### src/rtl/irq_prio_ctrl.sv
// Registered interrupt-priority controller: latches NBUS x NCH requests, masks per channel,
// picks a fixed-priority winner and holds it on a valid/ack handshake until accepted.
module irq_prio_ctrl #(
  parameter int unsigned NBUS = 3,
  parameter int unsigned NCH  = 9,
  parameter int unsigned EDGE = 0,
  parameter int unsigned CW   = $clog2(NCH)
) (
  input  logic                 clk,
  input  logic                 rst,
  input  logic [NBUS*NCH-1:0]  irq_in,
  input  logic [NCH-1:0]       irq_en,
  input  logic                 ack,
  output logic                 valid,
  output logic [NBUS-1:0]      bus_sel,
  output logic [CW-1:0]        chan_idx,
  output logic [NBUS*NCH-1:0]  pend
);

  localparam int unsigned NIRQ = NBUS * NCH;

  typedef enum logic {
    S_IDLE,
    S_PRESENT
  } state_t;

  state_t            r_state;
  logic              r_valid;
  logic [NBUS-1:0]   r_bus_sel;
  logic [CW-1:0]     r_chan_idx;
  logic [NIRQ-1:0]   r_pend;
  logic [NIRQ-1:0]   r_prev;
  logic              r_armed;

  state_t            w_state_nxt;
  logic              w_valid_nxt;
  logic [NBUS-1:0]   w_bus_sel_nxt;
  logic [CW-1:0]     w_chan_idx_nxt;
  logic [NIRQ-1:0]   w_pend_nxt;
  logic [NIRQ-1:0]   w_elig;
  logic [NIRQ-1:0]   w_ack_mask;
  logic [NIRQ-1:0]   w_clr;
  logic [NIRQ-1:0]   w_rise;
  logic              w_found;
  logic [NBUS-1:0]   w_win_sel;
  logic [CW-1:0]     w_win_chan;

  // Eligibility, fixed-priority winner (lowest bus, then lowest channel) and the winner's pend bit
  always_comb begin
    w_elig     = '0;
    w_ack_mask = '0;
    w_found    = 1'b0;
    w_win_sel  = '0;
    w_win_chan = '0;
    for (int b = 0; b < NBUS; b++) begin
      w_elig[b*NCH +: NCH] = r_pend[b*NCH +: NCH] & irq_en;
    end
    for (int b = 0; b < NBUS; b++) begin
      for (int c = 0; c < NCH; c++) begin
        w_ack_mask[b*NCH+c] = r_bus_sel[b] && (r_chan_idx == CW'(c));
        if (!w_found && w_elig[b*NCH+c]) begin
          w_found       = 1'b1;
          w_win_sel[b]  = 1'b1;
          w_win_chan    = CW'(c);
        end
      end
    end
  end

  // Next-state and registered-output values
  always_comb begin
    w_state_nxt    = r_state;
    w_valid_nxt    = r_valid;
    w_bus_sel_nxt  = r_bus_sel;
    w_chan_idx_nxt = r_chan_idx;
    w_clr          = '0;
    case (r_state)
      S_IDLE: begin
        if (w_found) begin
          w_state_nxt    = S_PRESENT;
          w_valid_nxt    = 1'b1;
          w_bus_sel_nxt  = w_win_sel;
          w_chan_idx_nxt = w_win_chan;
        end else begin
          w_valid_nxt    = 1'b0;
          w_bus_sel_nxt  = '0;
          w_chan_idx_nxt = '0;
        end
      end
      S_PRESENT: begin
        if (ack) begin
          w_state_nxt    = S_IDLE;
          w_valid_nxt    = 1'b0;
          w_bus_sel_nxt  = '0;
          w_chan_idx_nxt = '0;
          if (EDGE != 0) begin
            w_clr = w_ack_mask;
          end
        end
      end
      default: begin
        w_state_nxt    = S_IDLE;
        w_valid_nxt    = 1'b0;
        w_bus_sel_nxt  = '0;
        w_chan_idx_nxt = '0;
      end
    endcase
  end

  // r_armed masks the first post-reset cycle so a request held through reset is not seen as an edge
  assign w_rise     = irq_in & ~r_prev & {NIRQ{r_armed}};
  assign w_pend_nxt = (EDGE != 0) ? ((r_pend & ~w_clr) | w_rise) : irq_in;

  always_ff @(posedge clk) begin
    if (rst) begin
      r_state    <= S_IDLE;
      r_valid    <= 1'b0;
      r_bus_sel  <= '0;
      r_chan_idx <= '0;
      r_pend     <= '0;
      r_prev     <= '0;
      r_armed    <= 1'b0;
    end else begin
      r_state    <= w_state_nxt;
      r_valid    <= w_valid_nxt;
      r_bus_sel  <= w_bus_sel_nxt;
      r_chan_idx <= w_chan_idx_nxt;
      r_pend     <= w_pend_nxt;
      r_prev     <= irq_in;
      r_armed    <= 1'b1;
    end
  end

  assign valid    = r_valid;
  assign bus_sel  = r_bus_sel;
  assign chan_idx = r_chan_idx;
  assign pend     = r_pend;

endmodule
### config.mk
export PLATFORM = sky130hd
export DESIGN_NAME = irq_prio_ctrl
export DESIGN_NICKNAME = d
export VERILOG_FILES = /design/src/rtl/irq_prio_ctrl.sv
export SDC_FILE = /design/constraint.sdc
export NUM_CORES = 1
export LEC_CHECK = 0
export BUFFER_PORTS_ARGS = -buffer_cell sky130_fd_sc_hd__clkbuf_2
export CORE_ASPECT_RATIO = 0.6
export CORE_MARGIN = 3
export CORE_UTILIZATION = 44
export CTS_CLUSTER_SIZE = 24
export DETAILED_ROUTE_END_ITERATION = 8
export HOLD_SLACK_MARGIN = 0.15
export PLACE_DENSITY = 0.79
export SLEW_MARGIN = 20
export SYNTH_ARGS = -nofsm -noshare
export SYNTH_HDL_FRONTEND = slang
export SYNTH_SLANG_ARGS = --single-unit
### constraint.sdc
create_clock -name clk -period 2.19 [get_ports clk]
set_input_delay 0.438 -clock clk [delete_from_list [all_inputs] [get_ports clk]]
set_output_delay 0.438 -clock clk [all_outputs]
set_load 0.005 [all_outputs]
**Yosys cells after proc, flatten, opt, wreduce, memory -nomap -nowiden**

Cells that the tools add are included.

- Word-level logic and storage cells: 144
- Output and inout bits: 35
- Input bits: 39
- Register bits: 36

- Reduce and logical (&&, ||, !) cells: 52
- Mux-type cells: 82
- Bitwise operators: 4
- Equality and inequality tests: 1

Operator list:

| operator | count |
|---|---|
| two-way mux 4 bit | 27 |
| two-way mux 1 bit | 49 |
| bitwise AND 9 bit | 3 |
| logical AND 1 bit | 26 |
| logical NOT 1 bit | 26 |
| one-hot mux 4 bit (2 select lines) | 1 |
| two-way mux 3 bit | 2 |
| one-hot mux 3 bit (2 select lines) | 1 |
| one-hot mux 1 bit (2 select lines) | 2 |
| inequality test 2 bit (second input constant) | 1 |
| inverter 1 bit | 1 |

**Logic depth before layout (Yosys ltp)**

Gate-level depths: netlist of run 1.

- Depth in word-level cells: 82
- Gate-level depth with buffers: 5
- Gate-level depth less buffers: 5

**Worst setup path after synthesis of run 1**

Ideal clock, no wire load.

- Path type: in2reg
- From: in irq_en[8]
- To: reg r_valid, in the netlist valid
- Setup slack: 0.363 ns
- Data arrival time: 1.710 ns
- Data required time: 2.073 ns
- Path buffers: 0
- Library setup time: 0.117 ns
- Stages: 5
- Cells stage by stage: a222oi_1 and3_1 nand4_2 or3b_1 a22o_1

- Word-level cells in the longest chain between the ends: 59
- Elaborated cells between the ends (all ways): 61
- Classes of those cells: mux: 21; bitwise: 3; reduce/logical: 37

Ends and longest elaborated chain:

| element | line | text |
|---|---|---|
| from (decl) | 12 | `input logic [NCH-1:0] irq_en,` |
| bitwise AND 9 bit | 56 | `w_elig[b*NCH +: NCH] = r_pend[b*NCH +: NCH] & irq_en;` |
| logical AND 1 bit | 61 | `if (!w_found && w_elig[b*NCH+c]) begin` |
| two-way mux 1 bit | 61 |  |
| logical NOT 1 bit | 61 |  |
| logical AND 1 bit | 61 |  |
| two-way mux 1 bit | 61 |  |
| logical NOT 1 bit | 61 |  |
| logical AND 1 bit | 61 |  |
| [43 not listed] | -- |  |
| logical NOT 1 bit | 61 |  |
| logical AND 1 bit | 61 |  |
| two-way mux 1 bit | 61 |  |
| logical NOT 1 bit | 61 |  |
| logical AND 1 bit | 61 |  |
| two-way mux 1 bit (*) | 61 |  |
| two-way mux 1 bit (*) | 79 | `if (w_found) begin` |
| one-hot mux 1 bit (2 select lines) (*) | 77 | `case (r_state)` |
| to (signal assigned) | 125 | `r_valid <= w_valid_nxt;` |
| to (decl) | 28 | `logic r_valid;` |

Mark *: on every way between the ends. The rest lies on a longest branch, timed or not.
A chain may end at the register's enable or synchronous reset.

**Worst setup path in the final report of run 1**

- From: reg r_pend[17], in the netlist pend[17]
- To: reg r_valid, in the netlist valid

- Word-level cells in the longest chain between the ends: 32

Ends and longest elaborated chain:

| element | line | text |
|---|---|---|
| from (decl) | 31 | `logic [NIRQ-1:0] r_pend;` |
| from (signal assigned) | 128 | `r_pend <= w_pend_nxt;` |
| bitwise AND 9 bit (*) | 56 |  |
| logical AND 1 bit (*) | 61 |  |
| two-way mux 1 bit (*) | 61 |  |
| logical NOT 1 bit | 61 |  |
| logical AND 1 bit | 61 |  |
| two-way mux 1 bit (*) | 61 |  |
| logical NOT 1 bit | 61 |  |
| logical AND 1 bit | 61 |  |
| [16 not listed] | -- |  |
| logical NOT 1 bit | 61 |  |
| logical AND 1 bit | 61 |  |
| two-way mux 1 bit (*) | 61 |  |
| logical NOT 1 bit | 61 |  |
| logical AND 1 bit | 61 |  |
| two-way mux 1 bit (*) | 61 |  |
| two-way mux 1 bit (*) | 79 |  |
| one-hot mux 1 bit (2 select lines) (*) | 77 |  |

Marked as above.

==> flow_metrics.tcl, run 1 <==
set metrics [dict create \
    status "finished, final reports clean" \
    drtPass1Iterations 4 \
    combPwrFrac_pct 17.0 \
    slew_violations 0 \
    ys_seq_elements 36 \
    cts_root_buf "clkbuf_8" \
    fp.dieArea_um2 4070 \
    diodes 0 \
    yosysTopAreaCell "dfxtp_1" \
    synth-compound-area-share_pct 20.0 \
    grt_pass1_wl_mm 6.91 \
    synth_flop_cell "dfxtp_1" \
    wl_mm 4.20 \
    port-buffer-count 73 \
    ctsLongestPathBuffers 2 \
    period_needed_ps 1960 \
    synth_edf_count 0 \
    post_drt_wl_per_cell_um 15.0 \
    synth_most_common_cell "dfxtp_1" \
    die_x_um 80.4 \
    syn_inst 151 \
    drv.max_cap_violation_count 0 \
    path_max_fanout 5 \
    r2r_cells 5 \
    p_per_area_nw_per_um2 705 \
    switchingPower_w 0.000380 \
    synth-simple-area-share_pct 29.9 \
    p_leak_nw 0.928 \
    rrSetupSlack_ps 230 \
    vias 1491 \
    finalCritPeriodShare_pct 89.4 \
    yosysSeqAreaShare_pct 49.4 \
    h-tree-depth 2 \
    startpoint "pend[17]$_SDFF_PP0_" \
    async_flop_share_pct 0 \
    synth_xor_xnor_area_share_pct 0 \
    r2r-end "valid$_SDFFE_PP0P_" \
    finalHoldViolations 0 \
    io-pin-count 74 \
    dieHeight_um 50.6 \
    cts_made_buffers 5 \
    post_cts_resized 0 \
    cp.arrival_ps 2140 \
    yosys_warnings 0 \
    synth_top_family_by_area "simple AND/OR/NAND/NOR gates" \
    p_int_w 0.00104 \
    p_clk_share_pct 31.8 \
    finClkSkew_ps 6.50 \
    holdBufCountCts 0 \
    avgSynthCellArea_um2 9.67 \
    drc_errors 0 \
    synth_top_area_share_pct 49.4 \
    grt_max_degree 26 \
    clock_latency_ps 280 \
    synth_nets 190 \
    fmax_mhz 511 \
    grt_pass1_vias 1434 \
    holdWs_ps 354 \
    syn_to_final_growth_pct 38.0 \
    worst_setup_path_end_kind "flop" \
    placementRows 15 \
    synth_fa_ha_area_share_pct 0 \
    grt_overflow 0 \
    viasPerCell 5.34 \
    dp_hpwl_mm 3.42 \
    vdd_drop_max_v 0.000408 \
    antenna_found_initial 0 \
    finalSetupViolCount 0 \
    hold_path_class "input pin to flop" \
    grt_usage_pct 22.5 \
    required_ps 2370 \
    worst_slew_pin_slew_ps 416 \
    gp_congestion 0.964 \
    clk_pin_slew_ps 70 \
    synth_area_leaders "dfxtp_1 (49%), nor2b_1 (12%), nand2_1 (5.9%)" \
    whs_path_depth 2 \
    nets 275 \
    drive_gt1_share_pct 41.8 \
    rsz0062_at_grt "false" \
    r2r-start "pend[17]$_SDFF_PP0_" \
    relSlewSlack_pct 72.2 \
    synthTopCellsByCount "dfxtp_1 (36), nor2b_1 (29), nand2_1 (23), a22oi_1 (6)" \
    final_antenna_net_count 0 \
    netlist_area_um2 1460 \
    crit_type "flop to flop" \
    synth_cell_types 35 \
    pwr-share-seq_pct 51.2 \
    fin_tns_setup_ps 0 \
    power_w 0.00142 \
    muxShareOfSynthArea_pct 0 \
    cp-start-kind "flop" \
    cts.sinks 36 \
    post-cts-setup-buffers 0 \
    swShare_pct 26.8 \
    tritoncts "yes" \
    start_util_pct 48.3 \
    core_um2 3020 \
    drt_iter0_drc 145 \
    endpoint "valid$_SDFFE_PP0P_" \
]
[logic make-up after synthesis]
family | Yosys count
AOI/OAI and AO/OA | 37
buffers and inverters | 3
DFF | 36
and+or+nand+nor | 75
[sequential cells by signal (all words and copies together), names as in the netlist]
name,count
bus_sel,3
chan_idx,4
pend,27
r_state,1
valid,1
[worst max-delay path: stages, from the launching register on]
cell      delay [ps]
dfxtp_1          360
a222oi_1         470
and3_1           280
nand4_2          140
or3b_1           400
a22o_1           190
[cells in the final DEF, fill, tap and decap left out, types with 4 or more instances in the layout]
master,count
buf_4,8
nand2_1,23
nand3_1,5
nor2b_1,29
o21ai_0,5
clkbuf_8,5
a22oi_1,6
dfxtp_1,36
a22o_2,4
clkbuf_2,73
[worst min path at each step]
stage	from	end	slack, ps
floorplan	bus_sel[1]$_SDFFE_PP0P_	bus_sel[1]$_SDFFE_PP0P_	450
global placement	chan_idx[2]$_SDFFE_PP0P_	chan_idx[2]$_SDFFE_PP0P_	450
detailed placement	chan_idx[2]$_SDFFE_PP0P_	chan_idx[2]$_SDFFE_PP0P_	460
CTS	irq_in[6]	pend[6]$_SDFF_PP0_	350
global route	irq_in[15]	pend[15]$_SDFF_PP0_	350
finish	irq_in[6]	pend[6]$_SDFF_PP0_	350
[area by class of cell]
cell class / count / area, um2
tap: 42 / 52.6
sequential: 36 / 721
clock buffer: 5 / 68.8
multi-input combinational: 112 / 728
timing repair buffer: 81 / 425
clock inverter: 3 / 18.8
fill: 261 / 1010
[power by group through the flow]
stage / registers [W] / logic (W) / clock network [W]
after floorplan: 0.000736 / 0.000113 / 0
after global placement: 0.000740 / 0.000236 / 0
after detailed placement: 0.000741 / 0.000238 / 0
after CTS: 0.000726 / 0.000240 / 0.000464
after global routing: 0.000732 / 0.000266 / 0.000492
final: 0.000727 / 0.000241 / 0.000451
[per-layer routing]
metal | global-route usage, % | part of all wire [%]
met5 | 0 | 0
met4 | 5.62 | 0.69
met3 | 6.99 | 11
met2 | 32.6 | 40
met1 | 32.4 | 48
[per-stage QoR]
step           worst slack, ps  instances  util [%]  area (um2)
2_1_floorplan              363        151         -        1460
3_3_place_gp              12.5        271      63.8        1930
3_5_place_dp              30.8        271      63.8        1930
4_1_cts                    225        279      66.7        2010
5_1_grt                   57.7        279      66.7        2010
6_report                   231        279      66.7        2010
Power figures use the tool's default switching activity.
==> inputs of run 2 (changes only) <==
CAP_MARGIN = 20   (was default)
CELL_PAD_IN_SITES_DETAIL_PLACEMENT = 1   (was default)
CELL_PAD_IN_SITES_GLOBAL_PLACEMENT = 1   (was default)
CORE_UTILIZATION = 32   (was 44)
clock period = 1.9 ns   (was 2.19 ns; I/O delays follow)
==> flow_metrics.tcl, run 2 (same netlist as run 1, synthesis figures left out) <==
set metrics [dict create \
    cp_cell_sequence "a22o_2 -> nor4_4 -> nand4_4 -> or3b_4 -> a22o_1" \
    rsz0062_at_grt "true" \
    syn_to_final_growth_pct 50.1 \
    grt_pass1_wl_mm 7.71 \
    relSlewSlack_pct 75.8 \
    diodes 0 \
    tritoncts "yes" \
    required_ps 2090 \
    path_max_fanout 3 \
    final_antenna_net_count 0 \
    viasPerCell 4.84 \
    vias 1529 \
    cts.sinks 36 \
    crit_type "flop to flop" \
    finClkSkew_ps 9.24 \
    start_util_pct 34.3 \
    slew_violations 0 \
    power_w 0.00170 \
    drv.max_cap_violation_count 0 \
    worst_slew_pin_slew_ps 363 \
    antenna_found_initial 0 \
    final_common_cell "clkbuf_2" \
    slowest_stage "or3b_4" \
    status "finished, final reports clean" \
    cp.arrival_ps 2000 \
    cts_made_buffers 5 \
    grt_max_degree 18 \
    worst_setup_path_end_kind "flop" \
    period_needed_ps 1810 \
    p_leak_nw 1.02 \
    drive_gt1_share_pct 46.9 \
    fin_tns_setup_ps 0 \
    port-buffer-count 73 \
    drc_errors 0 \
    h-tree-depth 2 \
    fmax_mhz 552 \
    drt_iter0_drc 100 \
    grt_overflow 0 \
    grt_usage_pct 19.0 \
    post_drt_wl_per_cell_um 15.7 \
    cpPeakStageDelay_ps 400 \
    vdd_drop_max_v 0.000400 \
    wl_mm 4.97 \
    largest_reg_flops 27 \
    layout_common_cells "clkbuf_2 (73), dfxtp_1 (35), nor2b_1 (29)" \
    fin_util_pct 51.5 \
    placementRows 18 \
    clock_latency_ps 300 \
    fp.dieArea_um2 5440 \
    cp-start-kind "flop" \
    p_per_area_nw_per_um2 777 \
    core_um2 4260 \
    gp_congestion 0.914 \
    finalHoldViolations 0 \
    io-pin-count 74 \
    finalCritPeriodShare_pct 95.3 \
    dieHeight_um 58.3 \
    hold_path_class "input pin to flop" \
    drtPass1Iterations 4 \
    die_x_um 93.2 \
    grt_pass1_vias 1586 \
    ctsLongestPathBuffers 2 \
    cts_root_buf "clkbuf_8" \
    dp_hpwl_mm 4.09 \
    clk_pin_slew_ps 80 \
    finalSetupViolCount 0 \
    nets 294 \
]
[run 2: cell types whose count changed in the layout (fill, tap and decap cells not counted), sizes merged]
cell,delta
buf,+19
[run 2: critical path: cells and delay by family (launching register included)]
kind             cells  cell delay (ps)
flip-flops           1              340
AO/OA/AOI/OAI        2              470
AND/OR/NAND/NOR      3              890
[run 2: per-layer routing]
metal	wire (um)	GRT usage, %
met1	2420	25.5
met2	2010	26.1
met3	474	8.17
met4	74	9.19
met5	0	0
[run 2: final timing paths]
check / from / to / slack (ps) / depth (start not counted)
max: pend[11]$_SDFF_PP0_ / valid$_SDFFE_PP0P_ / 90 / 5
min: irq_in[7] / pend[7]$_SDFF_PP0_ / 290 / 2
max reg2reg: pend[11]$_SDFF_PP0_ / valid$_SDFFE_PP0P_ / 90 / 5
min reg2reg: chan_idx[2]$_SDFFE_PP0P_ / chan_idx[2]$_SDFFE_PP0P_ / 470 / 2
[run 2: what timing repair did]
action | in CTS | in global routing
setup buffers | 0 | 1
hold buffers | 0 | 0
setup endpoints to repair | 0 | 3
resized for setup | 0 | 3
[run 2: where the power goes]
part | leakage, nW | internal, W | switching [W] | total [W]
clock | 0.0479 | 0.000255 | 0.000286 | 0.000541
sequential | 0.299 | 0.000800 | 0.0000359 | 0.000836
combinational | 0.674 | 0.000175 | 0.000151 | 0.000326
total | 1.02 | 0.00123 | 0.000472 | 0.00170
[run 2: metrics by stage]
stage,setup WS (ps),instance area [um2],hold WS [ps],cells
floorplan,131,1460,449,151
global placement,-32.9,2080,447,307
detailed placement,-149,2080,454,307
CTS,40.0,2170,282,315
global route,-24.2,2190,289,316
finish,88.8,2190,286,316
[run 2: cell type report]
| type | count | area, um2 |
|---|---|---|
| fill | 538 | 2060 |
| multi-input combinational | 112 | 739 |
| timing repair buffer | 100 | 568 |
| sequential | 36 | 722 |
| clock inverter | 3 | 18.8 |
| clock buffer | 5 | 68.8 |
| tap | 60 | 75.1 |
==> inputs of run 3 (changes only) <==
CELL_PAD_IN_SITES_DETAIL_PLACEMENT = 0   (was 1)
CELL_PAD_IN_SITES_GLOBAL_PLACEMENT = 2   (was 1)
CORE_MARGIN = default   (was 3)
CORE_UTILIZATION = 25   (was 32)
CTS_CLUSTER_SIZE = default   (was 24)
==> flow_metrics.tcl, run 3 (same netlist as run 1, synthesis figures left out) <==
set metrics [dict create \
    status "finished, final reports clean" \
    viasPerCell 4.41 \
    placementRows 21 \
    antenna_found_initial 0 \
    dp_hpwl_mm 3.88 \
    grt_max_degree 20 \
    place_area_um2 2140 \
    slew_violations 0 \
    pwr-share-seq_pct 48.1 \
    tritoncts "yes" \
    drt_iter0_drc 51 \
    period_needed_ps 1780 \
    startpoint "pend[11]$_SDFF_PP0_" \
    final.fill_count 613 \
    drc_errors 0 \
    nets 297 \
    die_x_um 101 \
    io-pin-count 74 \
    cp.arrival_ps 1950 \
    holdBufCountCts 0 \
    diodes 0 \
    clock_latency_ps 280 \
    worst_setup_path_end_kind "flop" \
    post_cts_resized 0 \
    drtPass1Iterations 4 \
    required_ps 2080 \
    start_util_pct 26.1 \
    r2r-start "pend[11]$_SDFF_PP0_" \
    gp_congestion 0.877 \
    grt_usage_pct 15.8 \
    ctsLongestPathBuffers 2 \
    cts_made_buffers 5 \
    crit_type "flop to flop" \
    hold_path_class "input pin to flop" \
    port-buffer-count 73 \
    finalCritPeriodShare_pct 93.6 \
    core_um2 5600 \
    grt_pass1_vias 1432 \
    swShare_pct 25.0 \
    final_common_cell "clkbuf_2" \
    worst_slew_pin_slew_ps 524 \
    post_drt_wl_per_cell_um 13.8 \
    largest_reg_flops 27 \
    cp-start-kind "flop" \
    dp.cells 331 \
    cts_root_buf "clkbuf_8" \
    fp.dieArea_um2 6160 \
    layout_common_cells "clkbuf_2 (73), dfxtp_1 (36), buf_4 (30)" \
    relSlewSlack_pct 64.9 \
    dieHeight_um 61.2 \
    final_area_um2 2240 \
    vdd_drop_max_v 0.000299 \
    drive_gt1_share_pct 46.5 \
    clk_pin_slew_ps 70 \
    layout.cells.non_filler 338 \
    grt_pass1_wl_mm 7.19 \
    vias 1491 \
    fmax_mhz 562 \
    path_max_fanout 3 \
    combPwrFrac_pct 18.6 \
    syn_to_final_growth_pct 53.1 \
    wl_mm 4.66 \
    hold_start "irq_in[4]" \
    rsz0062_at_grt "false" \
    cts.sinks 36 \
    finClkSkew_ps 5.58 \
    h-tree-depth 2 \
    drv.max_cap_violation_count 0 \
    p_leak_nw 1.04 \
    p_clk_share_pct 33.4 \
    switchingPower_w 0.000432 \
    finalHoldViolations 0 \
    p_per_area_nw_per_um2 774 \
    finalSetupViolCount 0 \
    final_antenna_net_count 0 \
    p_int_w 0.00130 \
    grt_overflow 0 \
]
==> run 3: power by group through the flow <==
stage	Combinational [W]	Sequential (W)	Clock (W)
2_1_floorplan	0.000130	0.000849	0
3_3_place_gp	0.000322	0.000851	0
3_5_place_dp	0.000324	0.000849	0
4_1_cts	0.000325	0.000832	0.000600
5_1_grt	0.000360	0.000837	0.000621
6_report	0.000321	0.000832	0.000578
==> run 3: worst max-delay path, stage by stage (launching register included) <==
cell,delay [ps]
dfxtp_1,330
a22o_2,290
nor4_4,310
nand4_2,160
or3b_1,400
a22o_1,180
==> run 3: timing repair <==
item	in CTS	in global routing
endpoints found under the hold margin	0	0
setup endpoints to repair	0	2
setup buffers	0	0
==> run 3: metrics by stage <==
stage | setup TNS (ps) | hold slack [ps] | setup WS (ps) | utilization (%) | total power [W]
after detailed placement | -188 | 455 | -65.5 | 38.2 | 0.00117
final | 0 | 304 | 122 | 40.0 | 0.00173
after global placement | -11.1 | 442 | -11.1 | 38.2 | 0.00117
after CTS | 0 | 294 | 116 | 40.0 | 0.00176
after floorplan | 0 | 449 | 131 | - | 0.000979
after global routing | 0 | 305 | 12.6 | 40.0 | 0.00182
==> run 3: final cells by class <==
class                           count  area, um2  area share [%]
Multi-Input combinational cell    112        728            32.6
Tap cell                           80        100            4.48
Timing Repair Buffer              103        591            26.4
Sequential cell                    36        721            32.2
Clock buffer                        7       96.3            4.31
==> run 3: metal layers <==
layer | part of all wire, % | GRT usage [%] | wire [um]
met1 | 52 | 23.0 | 2420
met2 | 35 | 20.6 | 1650
met3 | 12 | 7.26 | 574
met4 | 0.26 | 3.73 | 12
met5 | 0 | 0 | 0
==> run 3: final timing paths <==
check / endpoint / slack (ps) / cells past startpoint
setup reg to reg: valid$_SDFFE_PP0P_ / 120 / 5
hold / removal: pend[4]$_SDFF_PP0_ / 300 / 2
setup / recovery: valid$_SDFFE_PP0P_ / 120 / 5
hold reg to reg: bus_sel[1]$_SDFFE_PP0P_ / 470 / 2
